===== config.mk =====
export PLATFORM = sky130hd
export DESIGN_NAME = edit_field_ctrl
export DESIGN_NICKNAME = d
export VERILOG_FILES = /design/src/rtl/edit_field_ctrl_pkg.sv /design/src/rtl/edit_field_ctrl_bin2bcd.sv /design/src/rtl/edit_field_ctrl.sv
export SDC_FILE = /design/constraint.sdc
export NUM_CORES = 1
export LEC_CHECK = 0
export CAP_MARGIN = 20
export CORE_UTILIZATION = 48
export CTS_CLUSTER_DIAMETER = 60
export DETAILED_ROUTE_END_ITERATION = 10
export GPL_ROUTABILITY_DRIVEN = 0
export HOLD_SLACK_MARGIN = 0.02
export PLACE_DENSITY = 0.8
export SLEW_MARGIN = 10
export SYNTH_ARGS = -nofsm -noshare
export SYNTH_HDL_FRONTEND = slang
export SYNTH_SLANG_ARGS = --single-unit

===== constraint.sdc =====
create_clock -name clk -period 5.1 [get_ports clk]
set_clock_uncertainty 0.15 [all_clocks]
set_input_delay 1.02 -clock clk [delete_from_list [all_inputs] [get_ports clk]]
set_output_delay 1.02 -clock clk [all_outputs]
set_load 0.03 [all_outputs]

===== src/rtl/edit_field_ctrl_pkg.sv =====
// Shared definitions for the clock-overlay edit controller: FSM states,
// field indices, per-field value ranges and the RTC register map.
package edit_pkg;

  typedef enum logic [1:0] {
    IDLE,
    EDIT,
    COMMIT_REQ,
    COMMIT_WAIT
  } state_t;

  localparam int NUM_FIELDS = 9;

  localparam logic [3:0] FLD_DAY   = 4'd0;
  localparam logic [3:0] FLD_MONTH = 4'd1;
  localparam logic [3:0] FLD_YEAR  = 4'd2;
  localparam logic [3:0] FLD_HOUR  = 4'd3;
  localparam logic [3:0] FLD_MIN   = 4'd4;
  localparam logic [3:0] FLD_SEC   = 4'd5;
  localparam logic [3:0] FLD_THOUR = 4'd6;
  localparam logic [3:0] FLD_TMIN  = 4'd7;
  localparam logic [3:0] FLD_TSEC  = 4'd8;

  // Tables are packed with field 0 in the least significant slot.
  localparam logic [NUM_FIELDS-1:0][6:0] FIELD_MIN =
    {7'd0, 7'd0, 7'd0, 7'd0, 7'd0, 7'd0, 7'd0, 7'd1, 7'd1};
  localparam logic [NUM_FIELDS-1:0][6:0] FIELD_MAX =
    {7'd59, 7'd59, 7'd23, 7'd59, 7'd59, 7'd23, 7'd99, 7'd12, 7'd31};
  localparam logic [NUM_FIELDS-1:0][7:0] RTC_ADDR =
    {8'h41, 8'h42, 8'h43, 8'h21, 8'h22, 8'h23, 8'h26, 8'h25, 8'h24};

  function automatic logic [6:0] field_inc(input logic [3:0] idx, input logic [6:0] v);
    return (v >= FIELD_MAX[idx]) ? FIELD_MIN[idx] : v + 7'd1;
  endfunction

  function automatic logic [6:0] field_dec(input logic [3:0] idx, input logic [6:0] v);
    return (v <= FIELD_MIN[idx]) ? FIELD_MAX[idx] : v - 7'd1;
  endfunction

endpackage


===== src/rtl/edit_field_ctrl_bin2bcd.sv =====
// Combinational 7-bit binary to two-digit BCD converter (shift-and-add-3).
// Results are meaningful for inputs 0..99; the hundreds digit is dropped.
module bin2bcd (
  input  logic [6:0] bin,
  output logic [7:0] bcd
);

  logic [14:0] sr;

  always_comb begin
    sr = {8'd0, bin};
    for (int i = 0; i < 7; i++) begin
      if (sr[10:7] >= 4'd5) sr[10:7] = sr[10:7] + 4'd3;
      if (sr[14:11] >= 4'd5) sr[14:11] = sr[14:11] + 4'd3;
      sr = sr << 1;
    end
    bcd = sr[14:7];
  end

endmodule


===== src/rtl/edit_field_ctrl.sv =====
// Edit-mode controller for the clock overlay: cursor/value editing, button
// flash, and per-field BCD commit to the RTC. Optional: EDIT_CURSOR_BLINK_EN.
module edit_field_ctrl
  import edit_pkg::*;
#(
  parameter int FLASH_FRAMES = 8,
  parameter int BLINK_FRAMES = 16
) (
  input  logic        clk,
  input  logic        rst,
  input  logic        frame_tick,
  input  logic        btn_mode,
  input  logic        btn_left,
  input  logic        btn_right,
  input  logic        btn_up,
  input  logic        btn_down,
  input  logic        ld_valid,
  input  logic [3:0]  ld_idx,
  input  logic [6:0]  ld_data,
  input  logic        wr_ack,
  output logic        wr_req,
  output logic [7:0]  wr_addr,
  output logic [7:0]  wr_data,
  output logic        edit_on,
  output logic [3:0]  cur_field,
  output logic        cursor_vis,
  output logic [3:0]  btn_flash,
  output logic [62:0] fields
);

  localparam int FW = $clog2(FLASH_FRAMES + 1);

  state_t      state, state_next;
  logic [6:0]  field_q [NUM_FIELDS];
  logic [3:0]  commit_idx;
  logic [7:0]  commit_bcd;
  logic [6:0]  commit_val;
  logic [FW-1:0] flash_cnt [4];
  logic [3:0]  press;
  logic        ld_ok;
  logic        in_commit;

  assign in_commit = (state == COMMIT_REQ) || (state == COMMIT_WAIT);
  assign press     = {btn_down, btn_up, btn_right, btn_left} & {4{~in_commit}};
  assign ld_ok     = ld_valid && (ld_idx <= FLD_TSEC) &&
                     (ld_data >= FIELD_MIN[ld_idx]) && (ld_data <= FIELD_MAX[ld_idx]);
  assign commit_val = field_q[commit_idx];

  bin2bcd u_bin2bcd (
    .bin (commit_val),
    .bcd (commit_bcd)
  );

  // NOTE: sequential state uses non-blocking assignments so every register
  // samples pre-edge values regardless of statement order.
  always_ff @(posedge clk) begin
    if (rst) state <= IDLE;
    else     state <= state_next;
  end

  // NOTE: every combinational output gets a default first so no path leaves
  // it unassigned and infers a latch.
  always_comb begin
    state_next = state;
    case (state)
      IDLE:        if (btn_mode) state_next = EDIT;
      EDIT:        if (btn_mode) state_next = COMMIT_REQ;
      COMMIT_REQ:  state_next = COMMIT_WAIT;
      COMMIT_WAIT: if (wr_ack && wr_req)
                     state_next = (commit_idx == FLD_TSEC) ? IDLE : COMMIT_REQ;
      default:     state_next = IDLE;
    endcase
  end

`ifdef EDIT_CURSOR_BLINK_EN
  localparam int BW = $clog2(BLINK_FRAMES + 1);
  logic [BW-1:0] blink_cnt;
  logic          blink_q;

  // Held primed outside EDIT so the cursor starts visible on entry.
  always_ff @(posedge clk) begin
    if (rst || state != EDIT || btn_up || btn_down) begin
      blink_cnt <= '0;
      blink_q   <= 1'b1;
    end else if (frame_tick) begin
      if (blink_cnt == BW'(BLINK_FRAMES - 1)) begin
        blink_cnt <= '0;
        blink_q   <= ~blink_q;
      end else begin
        blink_cnt <= blink_cnt + 1'b1;
      end
    end
  end
`endif

  always_comb begin
    edit_on   = (state == EDIT);
`ifdef EDIT_CURSOR_BLINK_EN
    cursor_vis = edit_on & blink_q;
`else
    cursor_vis = edit_on;
`endif
    btn_flash = '0;
    for (int k = 0; k < 4; k++) btn_flash[k] = (flash_cnt[k] != '0);
    fields = '0;
    for (int i = 0; i < NUM_FIELDS; i++) fields[i*7 +: 7] = field_q[i];
  end

  always_ff @(posedge clk) begin
    for (int k = 0; k < 4; k++) begin
      if (rst)                              flash_cnt[k] <= '0;
      else if (press[k])                    flash_cnt[k] <= FW'(FLASH_FRAMES);
      else if (frame_tick && flash_cnt[k] != '0) flash_cnt[k] <= flash_cnt[k] - 1'b1;
    end
  end

  // NOTE: the field array is a handful of flops with defined power-up
  // contents, not a RAM, so it is reset like any other register.
  always_ff @(posedge clk) begin
    if (rst) begin
      for (int i = 0; i < NUM_FIELDS; i++) field_q[i] <= 7'd0;
      field_q[FLD_DAY]   <= 7'd1;
      field_q[FLD_MONTH] <= 7'd1;
      cur_field  <= FLD_DAY;
      commit_idx <= 4'd0;
      wr_req     <= 1'b0;
      wr_addr    <= 8'd0;
      wr_data    <= 8'd0;
    end else begin
      case (state)
        IDLE: begin
          if (ld_ok)    field_q[ld_idx] <= ld_data;
          if (btn_mode) cur_field <= FLD_DAY;
        end
        EDIT: begin
          // One action per cycle: mode > up > down > left > right.
          if (btn_mode)       commit_idx <= 4'd0;
          else if (btn_up)    field_q[cur_field] <= field_inc(cur_field, field_q[cur_field]);
          else if (btn_down)  field_q[cur_field] <= field_dec(cur_field, field_q[cur_field]);
          else if (btn_left)  cur_field <= (cur_field == FLD_DAY) ? FLD_TSEC : cur_field - 4'd1;
          else if (btn_right) cur_field <= (cur_field == FLD_TSEC) ? FLD_DAY : cur_field + 4'd1;
        end
        COMMIT_REQ: begin
          wr_req  <= 1'b1;
          wr_addr <= RTC_ADDR[commit_idx];
          wr_data <= commit_bcd;
        end
        COMMIT_WAIT: begin
          if (wr_ack && wr_req) begin
            wr_req <= 1'b0;
            if (commit_idx != FLD_TSEC) commit_idx <= commit_idx + 4'd1;
          end
        end
        default: ;
      endcase
    end
  end

endmodule


==> metrics.yaml <==
netlist_top_cells_area: "edfxtp_1 (39%), mux4_2 (13%), dfxtp_1 (8.0%), ha_1 (5.4%), nor2_1 (3.6%)"
leakage_nw: 4.31
die_h_um: 145
reg2reg_to: "wr_data[6]"
wl_per_cell_um: 21.9
p_per_area_nw_per_um2: 292
grt_pass1_vias: 7294
grt_pass1_wl_um: 41100
h-tree-depth: 4
fmaxAchievable_mhz: 206
slew_headroom: 0.330
crit_end: "wr_data[6]"
drive_gt1_frac: 0.203
post_synth.cell_area_avg_um2: 11.8
met1_usage: 0.348
synth-edff-count: 128
num_rows: 51
synthArstFlopShare: 0
yosysSeqAreaShare: 0.472
vias: 7726
ir_worst_vdd_v: 0.000270
area_delta_synth_final_pct: 23.4
seq_area_um2: 4630
finalMaxSlewViolations: 0
diodes: 0
finalSetupViolCount: 0
grt_max_degree: 38
firstDrtPassIters: 6
path_clk_slew_ns: 0.06
cts_buffer_depth: 2
nets: 1033
status: "finished, final reports clean"
critPathCaptureType: "flop"
min_period_ns: 4.85
cts_tree: "done"
start_kind: "flop"
placed_cell_area_um2: 11400
tns_ns: 0
die_area_um2: 21000
vias_per_cell: 6.20
dpl.hpwl_um: 20100
clock-root-buffer: "clkbuf_16"
design_area_um2: 12100
cp.required_ns: 5.31
grt.busiest_layer: "met2"
yosys_register_bits: 167
grt_use_total: 0.271
ys_types: 71
finish.utilization: 0.613
core_area_um2: 19700
cts_num_sinks: 167
maxCapViolations: 0
critPathMaxFanout: 13
multi_input_area_um2: 4780
worst_pin_slew_ns: 1.00
die_w_um: 145
hp-class: "reg -> reg"
max_stage_delay_ns: 0.46
cp_slowest_cell: "mux4_2"
drt.antenna.violating_nets: 0
netlist_area_um2: 9800
nFillCells: 1482
antenna_found_initial: 0
path_class: "reg -> reg"
grt_use_met3: 0.0526
hold_viol: 0
cts_buffers: 17
ys.warnings.count: 0
synth_top_area_frac: 0.392
worstPathArrival_ns: 5.07
regToRegSetupSlack_ns: 0.25
met2_usage: 0.448
grt-ovfl-total: 0
drtIter0Drc: 713
port_buffers: 107
start_util: 0.497
synthCells: 828
synth-main-ff-cell: "edfxtp_1"
yosysTopAreaCell: "edfxtp_1"
drc: 0
ff2ff_path_depth: 28
num_io_pins: 111
crit_top_cell: "nor2_1"
period_share: 0.951
wl_um: 27400
clk_latency_ns: 0.44
sequential cells by signal, summed over array words and instances, names as in the netlist, named ones only:
| signal | flops |
|---|---|
| field_q | 112 |
| flash_cnt | 16 |
| wr_data | 8 |
| state | 2 |
| commit_idx | 4 |
| cur_field | 4 |
| wr_req | 1 |
| wr_addr | 5 |
metrics by stage:
step,setup WS (ns),hold WS [ns],instances,total power [W]
2_1_floorplan,0.0424,0.365,830,0.00201
3_3_place_gp,0.164,0.291,1203,0.00222
3_5_place_dp,0.00924,0.293,1203,0.00224
4_1_cts,0.0248,0.302,1234,0.00350
5_1_grt,-0.0666,0.342,1247,0.00364
6_report,0.249,0.300,1247,0.00353
synthesized netlist by cell type (all sizes together), types with 2 or more instances:
| library cell | n |
|---|---|
| ha | 42 |
| xnor2 | 20 |
| or2 | 2 |
| buf | 23 |
| a21oi | 28 |
| nand2b | 12 |
| nand4 | 4 |
| inv | 53 |
| a22oi | 2 |
| a2111oi | 3 |
| o21a | 5 |
| a311oi | 2 |
| a2bb2oi | 3 |
| nor4 | 2 |
| clkbuf | 28 |
| or3 | 4 |
| nor3 | 61 |
| o221ai | 2 |
| a31oi | 11 |
| mux2i | 22 |
| nand3b | 13 |
| a21o | 7 |
| o21ai | 26 |
| nand2 | 38 |
| or3b | 3 |
| nand4b | 3 |
| o21bai | 9 |
| edfxtp | 128 |
| dfxtp | 39 |
| o22ai | 7 |
| mux2 | 5 |
| nor3b | 3 |
| a211oi | 11 |
| and3b | 2 |
| mux4 | 62 |
| nand3 | 15 |
| o311ai | 2 |
| xor2 | 4 |
| and2 | 2 |
| nor2 | 96 |
| nor2b | 10 |
| o211ai | 2 |
layer usage:
layer | vias up | wire length (µm)
met5 | - | 0
met4 | 0 | 1040
met3 | 92 | 2840
met2 | 486 | 13200
met1 | 3744 | 10300
li1 | 3404 | -
repair_timing:
| item | CTS | global route |
|---|---|---|
| cloned | 0 | 0 |
| buffers inserted | 0 | 13 |
| endpoints found under the setup margin | 1 | 12 |
| gates resized for setup | 1 | 11 |
| hold buffers | 0 | 0 |
| pin swaps | 0 | 4 |
area by class of cell:
type                       instances  share of cell area
tap                              265              0.0274
inverter                          53              0.0165
sequential                       167               0.383
clock inverter                    13              0.0123
clock buffer                      18              0.0355
timing repair buffer             172               0.130
multi-input combinational        559               0.395
power breakdown:
group	internal [W]	switching [W]	leakage (nW)
logic	0.000293	0.000383	2.45
clock network	0.000726	0.000557	0.281
registers	0.00152	0.0000497	1.58
worst max-delay path: cells and delay by family, from the launching register on:
| kind | cells | cell delay (ns) |
|---|---|---|
| XOR/XNOR | 2 | 0.42 |
| buffers and inverters | 4 | 0.35 |
| multiplexers | 3 | 0.77 |
| adder cells (fa/ha/maj) | 5 | 1.05 |
| AO/OA/AOI/OAI | 7 | 1.08 |
| AND/OR/NAND/NOR | 7 | 0.64 |
| flip-flops | 1 | 0.33 |
cell usage in the layout, fill, tap and decap left out, types with 4 or more instances in the layout:
| cell type | n |
|---|---|
| a211oi_1 | 7 |
| a211oi_2 | 4 |
| a21o_1 | 7 |
| a21oi_1 | 26 |
| a31oi_1 | 10 |
| buf_4 | 63 |
| clkbuf_16 | 17 |
| clkdlybuf4s50_1 | 106 |
| clkinv_4 | 4 |
| dfxtp_1 | 36 |
| edfxtp_1 | 128 |
| ha_1 | 39 |
| inv_1 | 53 |
| mux2_2 | 5 |
| mux2i_1 | 21 |
| mux4_1 | 4 |
| mux4_2 | 58 |
| nand2_1 | 38 |
| nand2b_1 | 12 |
| nand3_1 | 15 |
| nand3b_1 | 13 |
| nand4_1 | 4 |
| nor2_1 | 94 |
| nor2b_1 | 9 |
| nor3_1 | 54 |
| nor3_2 | 6 |
| o21a_1 | 5 |
| o21ai_0 | 24 |
| o21bai_1 | 8 |
| o22ai_2 | 4 |
| or3_1 | 4 |
| xnor2_1 | 18 |
| xor2_1 | 4 |
cell families after synthesis:
logic type,Yosys count,share of synthesized area
buffers and inverters,104,0.0469
xor gates and xnor gates,24,0.0215
AOI/OAI and AO/OA,128,0.0931
other,1,0.000383
adders and majority gates,42,0.0536
and+or+nand+nor,273,0.140
DFF,167,0.472
muxes,89,0.172
how the worst min path moves through the flow:
stage	startpoint	endpoint	slack (ns)	cells past startpoint
floorplan	commit_idx[1]	flop	0.37	2
global placement	wr_data[7]	wr_data[7]	0.29	2
detailed placement	wr_data[7]	wr_data[7]	0.29	2
CTS	wr_data[7]	wr_data[7]	0.30	2
global route	wr_data[7]	wr_data[7]	0.34	2
finish	wr_data[7]	wr_data[7]	0.30	2
Power figures use the tool's default switching activity.
